## config.mk

```make
export PLATFORM = sky130hd
export DESIGN_NAME = cmd_frame_rx
export DESIGN_NICKNAME = d
export VERILOG_FILES = /design/src/rtl/cmd_pkg.sv /design/src/rtl/frame_timer.sv /design/src/rtl/cmd_frame_rx.sv
export SDC_FILE = /design/constraint.sdc
export NUM_CORES = 1
export LEC_CHECK = 0
export CAP_MARGIN = 15
export CORE_UTILIZATION = 50
export CTS_CLUSTER_SIZE = 24
export DETAILED_ROUTE_END_ITERATION = 12
export PLACE_DENSITY = 0.74
export SYNTH_ARGS = -nofsm -noshare
export SYNTH_HDL_FRONTEND = slang
export SYNTH_SLANG_ARGS = --single-unit
```

## constraint.sdc

```tcl
create_clock -name clk -period 3.2 [get_ports clk]
set_input_delay 0.32 -clock clk [delete_from_list [all_inputs] [get_ports clk]]
set_output_delay 0.32 -clock clk [all_outputs]
set_load 0.02 [all_outputs]
```

## src/rtl/cmd_pkg.sv

```systemverilog
// Shared definitions for the command path: opcodes, framer state encoding
// and frame length. Frame length depends on CMD_CHKSUM_EN (checksum byte).
package cmd_pkg;

  localparam logic [7:0] SET_PTCH  = 8'h02;
  localparam logic [7:0] SET_ROLL  = 8'h03;
  localparam logic [7:0] SET_YAW   = 8'h04;
  localparam logic [7:0] SET_THRST = 8'h05;
  localparam logic [7:0] SET_CAL   = 8'h06;
  localparam logic [7:0] SET_EMGL  = 8'h07;
  localparam logic [7:0] SET_MOFF  = 8'h08;

`ifdef CMD_CHKSUM_EN
  typedef enum logic [1:0] {IDLE, HI, LO, CHK} frm_state_t;
  localparam int FRAME_BYTES = 4;
`else
  typedef enum logic [1:0] {IDLE, HI, LO} frm_state_t;
  localparam int FRAME_BYTES = 3;
`endif

  // Checksum carried in the optional 4th byte: ones' complement of the sum.
  function automatic logic [7:0] frame_chksum(input logic [7:0] c,
                                              input logic [7:0] h,
                                              input logic [7:0] l);
    frame_chksum = ~(c + h + l);
  endfunction

endpackage

```

## src/rtl/frame_timer.sv

```systemverilog
// Inter-byte timeout counter. Counts while run=1, cleared by clr, and
// raises expired (combinational) in the cycle the count reaches
// TIMEOUT_CYCLES-1; the count restarts from 0 on that edge.
module frame_timer #(
  parameter int TIMEOUT_CYCLES = 2_500_000
) (
  input  logic clk,
  input  logic rst,
  input  logic clr,
  input  logic run,
  output logic expired
);

  localparam int CW = $clog2(TIMEOUT_CYCLES);

  logic [CW-1:0] cnt_q, cnt_d;

  // Terminal count detection
  always_comb begin
    expired = run && (cnt_q == CW'(TIMEOUT_CYCLES - 1));
  end

  // Next count: clear on byte/idle/expiry, otherwise advance while running
  always_comb begin
    cnt_d = cnt_q;
    if (clr || expired || !run) cnt_d = '0;
    else                        cnt_d = cnt_q + CW'(1);
  end

  // Counter register
  always_ff @(posedge clk) begin
    if (rst) cnt_q <= '0;
    else     cnt_q <= cnt_d;
  end

endmodule

```

## src/rtl/cmd_frame_rx.sv

```systemverilog
// Byte-to-command framer: assembles cmd/hi/lo (plus checksum when
// CMD_CHKSUM_EN is defined) from UART bytes and holds the result for the
// consumer.
// Handshake: a byte is taken on every edge with rx_rdy=1 (clr_rx_rdy mirrors
// rx_rdy); cmd_rdy is a level held until the edge on which clr_cmd_rdy=1.
module cmd_frame_rx
  import cmd_pkg::*;
#(
  parameter int TIMEOUT_CYCLES = 2_500_000
) (
  input  logic        clk,
  input  logic        rst,
  input  logic        rx_rdy,
  input  logic [7:0]  rx_data,
  output logic        clr_rx_rdy,
  output logic [7:0]  cmd,
  output logic [15:0] data,
  output logic        cmd_rdy,
  input  logic        clr_cmd_rdy,
  output logic        frame_drop,
  output logic        chk_err
);

  frm_state_t  state_q, state_d;
  logic [7:0]  cmd_sh_q, cmd_sh_d;
  logic [7:0]  hi_sh_q, hi_sh_d;
  logic [7:0]  cmd_q, cmd_d;
  logic [15:0] data_q, data_d;
  logic        cmd_rdy_q, cmd_rdy_d;
  logic        drop_q, drop_d;
  logic        chk_err_q, chk_err_d;
  logic        expired;
  logic        done;
  logic        chk_ok;
  logic [7:0]  lo_byte;

`ifdef CMD_CHKSUM_EN
  logic [7:0]  lo_sh_q, lo_sh_d;
`endif

  assign clr_rx_rdy = rx_rdy;
  assign cmd        = cmd_q;
  assign data       = data_q;
  assign cmd_rdy    = cmd_rdy_q;
  assign frame_drop = drop_q;
  assign chk_err    = chk_err_q;

  frame_timer #(.TIMEOUT_CYCLES(TIMEOUT_CYCLES)) u_timer (
    .clk     (clk),
    .rst     (rst),
    .clr     (rx_rdy),
    .run     (state_q != IDLE),
    .expired (expired)
  );

  // State and datapath registers
  always_ff @(posedge clk) begin
    if (rst) begin
      state_q   <= IDLE;
      cmd_sh_q  <= '0;
      hi_sh_q   <= '0;
      cmd_q     <= '0;
      data_q    <= '0;
      cmd_rdy_q <= 1'b0;
      drop_q    <= 1'b0;
      chk_err_q <= 1'b0;
`ifdef CMD_CHKSUM_EN
      lo_sh_q   <= '0;
`endif
    end else begin
      state_q   <= state_d;
      cmd_sh_q  <= cmd_sh_d;
      hi_sh_q   <= hi_sh_d;
      cmd_q     <= cmd_d;
      data_q    <= data_d;
      cmd_rdy_q <= cmd_rdy_d;
      drop_q    <= drop_d;
      chk_err_q <= chk_err_d;
`ifdef CMD_CHKSUM_EN
      lo_sh_q   <= lo_sh_d;
`endif
    end
  end

  // Next state: a timeout restarts the frame, and a byte on that same edge
  // is taken as a fresh cmd byte
  always_comb begin
    state_d = state_q;
    if (expired) begin
      state_d = rx_rdy ? HI : IDLE;
    end else if (rx_rdy) begin
      case (state_q)
        IDLE:    state_d = HI;
        HI:      state_d = LO;
`ifdef CMD_CHKSUM_EN
        LO:      state_d = CHK;
        CHK:     state_d = IDLE;
`else
        LO:      state_d = IDLE;
`endif
        default: state_d = IDLE;
      endcase
    end
  end

  // Shadow capture, frame completion, overrun and checksum handling
  always_comb begin
    cmd_sh_d  = cmd_sh_q;
    hi_sh_d   = hi_sh_q;
    cmd_d     = cmd_q;
    data_d    = data_q;
    cmd_rdy_d = cmd_rdy_q && !clr_cmd_rdy;
    drop_d    = expired;
    chk_err_d = 1'b0;
`ifdef CMD_CHKSUM_EN
    lo_sh_d   = lo_sh_q;
    lo_byte   = lo_sh_q;
    done      = rx_rdy && !expired && (state_q == CHK);
    chk_ok    = (rx_data == frame_chksum(cmd_sh_q, hi_sh_q, lo_sh_q));
    if (rx_rdy && !expired && state_q == LO) lo_sh_d = rx_data;
`else
    lo_byte   = rx_data;
    done      = rx_rdy && !expired && (state_q == LO);
    chk_ok    = 1'b1;
`endif
    if (rx_rdy && (expired || state_q == IDLE)) cmd_sh_d = rx_data;
    if (rx_rdy && !expired && state_q == HI)    hi_sh_d  = rx_data;
    if (done) begin
      if (!chk_ok) begin
        chk_err_d = 1'b1;
      end else if (cmd_rdy_q && !clr_cmd_rdy) begin
        drop_d = 1'b1;
      end else begin
        cmd_d     = cmd_sh_q;
        data_d    = {hi_sh_q, lo_byte};
        cmd_rdy_d = 1'b1;
      end
    end
  end

endmodule

```

==> flow_summary.html <==
<table>
<tr><th>Metric</th><th>Value</th></tr>
<tr><th colspan="2">Final layout</th></tr>
<tr><td>Total area of sequential cells</td><td>0.001321 sq mm</td></tr>
<tr><td>Most frequent standard cell in the layout excluding fill and tap cells</td><td>sky130_fd_sc_hd__dfxtp_1</td></tr>
<tr><td>Area grow syn2layout</td><td>25.18%</td></tr>
<tr><td># diodes</td><td>0</td></tr>
<tr><td>Area of the multi-input gates</td><td>0.001405 sq mm</td></tr>
<tr><td>Share of post-route cells with drive strength above 1</td><td>7.273%</td></tr>
<tr><td>Final non-filler cell total</td><td>400</td></tr>
<tr><td>Most frequent cells in the layout</td><td>sky130_fd_sc_hd__dfxtp_1 (66), sky130_fd_sc_hd__nand2b_1 (50), sky130_fd_sc_hd__mux2i_1 (40)</td></tr>
<tr><td>Count of filler cells inserted in the layout</td><td>434</td></tr>
<tr><td>Final Net Count</td><td>338</td></tr>
<tr><th colspan="2">Clock tree</th></tr>
<tr><td>Clk pin slew, worst setup/hold paths</td><td>70 ps</td></tr>
<tr><td>Buffer depth of the longest clock path</td><td>2</td></tr>
<tr><td>Setup Fix Bufs, Post-CTS</td><td>0</td></tr>
<tr><td># resized after CTS</td><td>0</td></tr>
<tr><td>Clock buffer count from CTS</td><td>9</td></tr>
<tr><td>Worst-skew pair later-pin latency</td><td>340 ps</td></tr>
<tr><td>CTS H-tree lvls</td><td>3</td></tr>
<tr><td>Number of hold buffers added after CTS</td><td>0</td></tr>
<tr><td>CTS Root Cell</td><td>sky130_fd_sc_hd__clkbuf_8</td></tr>
<tr><td>CTS tree</td><td>built</td></tr>
<tr><td>Clock tree sinks</td><td>66</td></tr>
<tr><th colspan="2">Pwr</th></tr>
<tr><td>Clock network fraction of design power</td><td>50.3%</td></tr>
<tr><td>Power density cells</td><td>539.4 mW/mm^2</td></tr>
<tr><td>Sequential group share of total power</td><td>44.7%</td></tr>
<tr><td>Reported net switching power</td><td>384.3 uW</td></tr>
<tr><td>Internal power</td><td>1505 uW</td></tr>
<tr><td>Max IR drop VDD</td><td>0.3002 mV</td></tr>
<tr><td>Power share of the combinational group</td><td>5.0%</td></tr>
<tr><td>Switching power as a share of total power</td><td>20.34%</td></tr>
<tr><td>Leakage</td><td>0.001365 uW</td></tr>
<tr><th colspan="2">Logic synthesis</th></tr>
<tr><td>Cell area after technology mapping</td><td>0.002798 sq mm</td></tr>
<tr><td>Net count of the mapped netlist</td><td>300</td></tr>
<tr><td>Fraction of synthesized cell area taken by the top area cell type</td><td>47.23%</td></tr>
<tr><td>Synth area leaders</td><td>sky130_fd_sc_hd__dfxtp_1 (47%), sky130_fd_sc_hd__mux2i_1 (14%), sky130_fd_sc_hd__nand2b_1 (11%), sky130_fd_sc_hd__xnor2_1 (2.5%), sky130_fd_sc_hd__a21oi_1 (2.1%)</td></tr>
<tr><td>Synthesis-stage register bit count</td><td>66</td></tr>
<tr><td>Number of unique standard cell types used by synthesis</td><td>36</td></tr>
<tr><td>Avg Synthesized Cell Area</td><td>9.748 sq um</td></tr>
<tr><td>Part of the Yosys area used for sequential elements</td><td>47.23%</td></tr>
<tr><td>Predominant post-synthesis flop cell</td><td>sky130_fd_sc_hd__dfxtp_1</td></tr>
<tr><td>Number of enable flip-flop cells after synthesis</td><td>0</td></tr>
<tr><td>Number of cells produced by synthesis</td><td>287</td></tr>
<tr><td>Cell taking the most area after synthesis</td><td>sky130_fd_sc_hd__dfxtp_1</td></tr>
<tr><td>Share of flip-flops with an asynchronous set or reset</td><td>0%</td></tr>
<tr><td>Count of synthesis-stage warnings from yosys</td><td>0</td></tr>
<tr><th colspan="2">Critical path</th></tr>
<tr><td>Worst path slowest cell</td><td>sky130_fd_sc_hd__o21ai_2</td></tr>
<tr><td>Critical path buffers and inverters</td><td>0</td></tr>
<tr><td>Critical path class</td><td>reg2reg</td></tr>
<tr><td>Critical Path End Type</td><td>flop</td></tr>
<tr><td>Cells along the critical path</td><td>ha_1 &gt; and4_2 &gt; nand4_1 &gt; o21ai_2 &gt; mux2i_1</td></tr>
<tr><td>Required time of the critical path</td><td>3470 ps</td></tr>
<tr><td>CP Data Arrival Time</td><td>2390 ps</td></tr>
<tr><td>Maximum net fanout on the critical path</td><td>8</td></tr>
<tr><td>Critical Path Start Type</td><td>flop</td></tr>
<tr><td>Largest delay share family, worst path</td><td>compound AO/OA/AOI/OAI gates</td></tr>
<tr><td>Highest cell delay on the worst timing path</td><td>610 ps</td></tr>
<tr><th colspan="2">Timing</th></tr>
<tr><td>Final worst-path setup slack</td><td>1082 ps</td></tr>
<tr><td>Number of pins exceeding their max-slew limit in the final report</td><td>0</td></tr>
<tr><td>Total negative slack for setup checks</td><td>0 ps</td></tr>
<tr><td>Max Clock Skew</td><td>4.047 ps</td></tr>
<tr><td>Transition time at the pin with the least slew margin</td><td>631.3 ps</td></tr>
<tr><td>Final setup violation count</td><td>0</td></tr>
<tr><td>Period utilization</td><td>66.20%</td></tr>
<tr><td>Count of endpoints failing hold in the final timing report</td><td>0</td></tr>
<tr><td>RSZ-0062 raised after global routing</td><td>false</td></tr>
<tr><td>Top achievable clock speed</td><td>472.1 MHz</td></tr>
<tr><td>Final worst path period need</td><td>2118 ps</td></tr>
<tr><td>Slew headroom</td><td>57.91%</td></tr>
<tr><th colspan="2">Floorplanning</th></tr>
<tr><td>Chip height</td><td>76.80 microns</td></tr>
<tr><td>Die Wd</td><td>76.80 microns</td></tr>
<tr><td>Top-level I/O count</td><td>40</td></tr>
<tr><td>Area enclosed by the die boundary</td><td>0.005898 sq mm</td></tr>
<tr><td>Number of rows created at floorplan</td><td>26</td></tr>
<tr><td>Core area</td><td>0.005238 sq mm</td></tr>
<tr><td>Starting utilization of the core area</td><td>53.42%</td></tr>
<tr><th colspan="2">Detailed routing</th></tr>
<tr><td>DRC violation total after the first TritonRoute iteration</td><td>113</td></tr>
<tr><td>Number of vias per cell after detailed routing</td><td>5.353</td></tr>
<tr><td>Total wire length after detailed routing</td><td>5294 microns</td></tr>
<tr><td>Overall via count from detail_route</td><td>2141</td></tr>
<tr><td>Routed wirelength normalized by instance count</td><td>13.24 microns</td></tr>
<tr><td>Detailed-route DRC error count</td><td>0</td></tr>
<tr><td>Detailed-routing iteration count for the pre-antenna-repair pass</td><td>4</td></tr>
<tr><td>Post-route ant nets</td><td>0</td></tr>
<tr><th colspan="2">Placement</th></tr>
<tr><td>Routability congestion estimate from global placement</td><td>0.7805</td></tr>
<tr><td>Placement Setup Slack</td><td>1092 ps</td></tr>
<tr><td>Detailed Place HPWL</td><td>3484 microns</td></tr>
<tr><td>Cells after DPL</td><td>384</td></tr>
<tr><td>Total of buffers placed on input and output ports</td><td>38</td></tr>
<tr><th colspan="2">Status</th></tr>
<tr><td>Run status</td><td>finished clean</td></tr>
<tr><th colspan="2">Global routing</th></tr>
<tr><td>Initial antenna violation count</td><td>0</td></tr>
<tr><td>Largest net degree at the start of global routing</td><td>53</td></tr>
<tr><td>Wire length of the first global-routing pass</td><td>9294 microns</td></tr>
<tr><td>GRT Util Overall</td><td>20.04%</td></tr>
<tr><td>Vias in the first global route</td><td>2005</td></tr>
<tr><td>Global route total overflow</td><td>0</td></tr>
<tr><th colspan="2">Worst hold path</th></tr>
<tr><td>Worst hold path class</td><td>reg2reg</td></tr>
<tr><th colspan="2">Flow run</th></tr>
<tr><td>Number of violations of the max-capacitance limit</td><td>0</td></tr>
</table>
## worst min-delay path, stage by stage (launching register included)
cell and delay [ps]:
sky130_fd_sc_hd__dfxtp_1 320, sky130_fd_sc_hd__nand2b_1 60, sky130_fd_sc_hd__mux2i_1 50
## through the flow
stage | instance area, sq um | util, % | total power, uW | hold slack (ps)
after floorplan | 2798 | - | 923.8 | 437.3
after global placement | 3228 | 61.63 | 955.2 | 455.6
after detailed placement | 3228 | 61.63 | 956.7 | 464.2
after CTS | 3502 | 66.87 | 1904 | 479.0
after global routing | 3502 | 66.87 | 1947 | 504.3
final | 3502 | 66.87 | 1889 | 474.3
## area by class of cell
cell class | count | area share [%]
Inverter | 3 | 0.3215
Clock inverter | 6 | 3.894
Multi-Input combinational cell | 204 | 40.12
Timing Repair Buffer | 41 | 11.50
Tap cell | 70 | 2.501
Clock buffer | 10 | 3.930
Sequential cell | 66 | 37.73
## Yosys cell counts, drive strengths merged, types with 6 or more instances
| cell type | instances |
|---|---|
| nand2b | 50 |
| dfxtp | 66 |
| nand3 | 7 |
| nor2 | 14 |
| mux2i | 40 |
| o21ai | 10 |
| or3 | 7 |
| a21oi | 13 |
| clkbuf | 9 |
| nand4 | 6 |
| xnor2 | 8 |
| nand2 | 10 |
## cell families after synthesis
family / share of synthesized area (%)
buffers and inverters: 2.683
adder cells (fa/ha/maj): 0.4472
other: 0.1340
AO/OA/AOI/OAI: 6.529
multiplexers: 14.31
XOR/XNOR: 3.444
flip-flops: 47.23
AND/OR/NAND/NOR: 25.22
## power by group through the flow
| stage | clock (uW) | sequential, uW | combinational (uW) |
|---|---|---|---|
| 3_3_place_gp | 0 | 862 | 93.2 |
| 6_report | 951 | 844 | 94.4 |
| 5_1_grt | 998 | 846 | 103 |
| 3_5_place_dp | 0 | 863 | 94.1 |
| 4_1_cts | 966 | 844 | 94.8 |
| 2_1_floorplan | 0 | 864 | 59.5 |
## layer usage
layer	track usage, %	wire, microns	up-vias
li1	-	-	1078
met1	26.83	2616	990
met2	29.29	2293	62
met4	12.50	140	0
met5	0	0	-
met3	4.167	243	11
## flip-flops by register name (all words and copies together), names as in the netlist
register	count
cmd	8
hi_sh_q	8
state_q	2
cmd_sh_q	8
data	16
frame_drop	1
u_timer.cnt_q	22
cmd_rdy	1
## worst paths after layout
kind | startpoint | cells past startpoint | end | slack, ps
max | u_timer.cnt_q[0]$_SDFF_PP0_ | 5 | hi_sh_q[1]$_SDFFE_PP0P_ | 1080
min | data[2]$_SDFFE_PP0P_ | 2 | data[2]$_SDFFE_PP0P_ | 470
max reg2reg | u_timer.cnt_q[0]$_SDFF_PP0_ | 5 | hi_sh_q[1]$_SDFFE_PP0P_ | 1080
min reg2reg | data[2]$_SDFFE_PP0P_ | 2 | data[2]$_SDFFE_PP0P_ | 470
(Power assumes the default switching activity.)
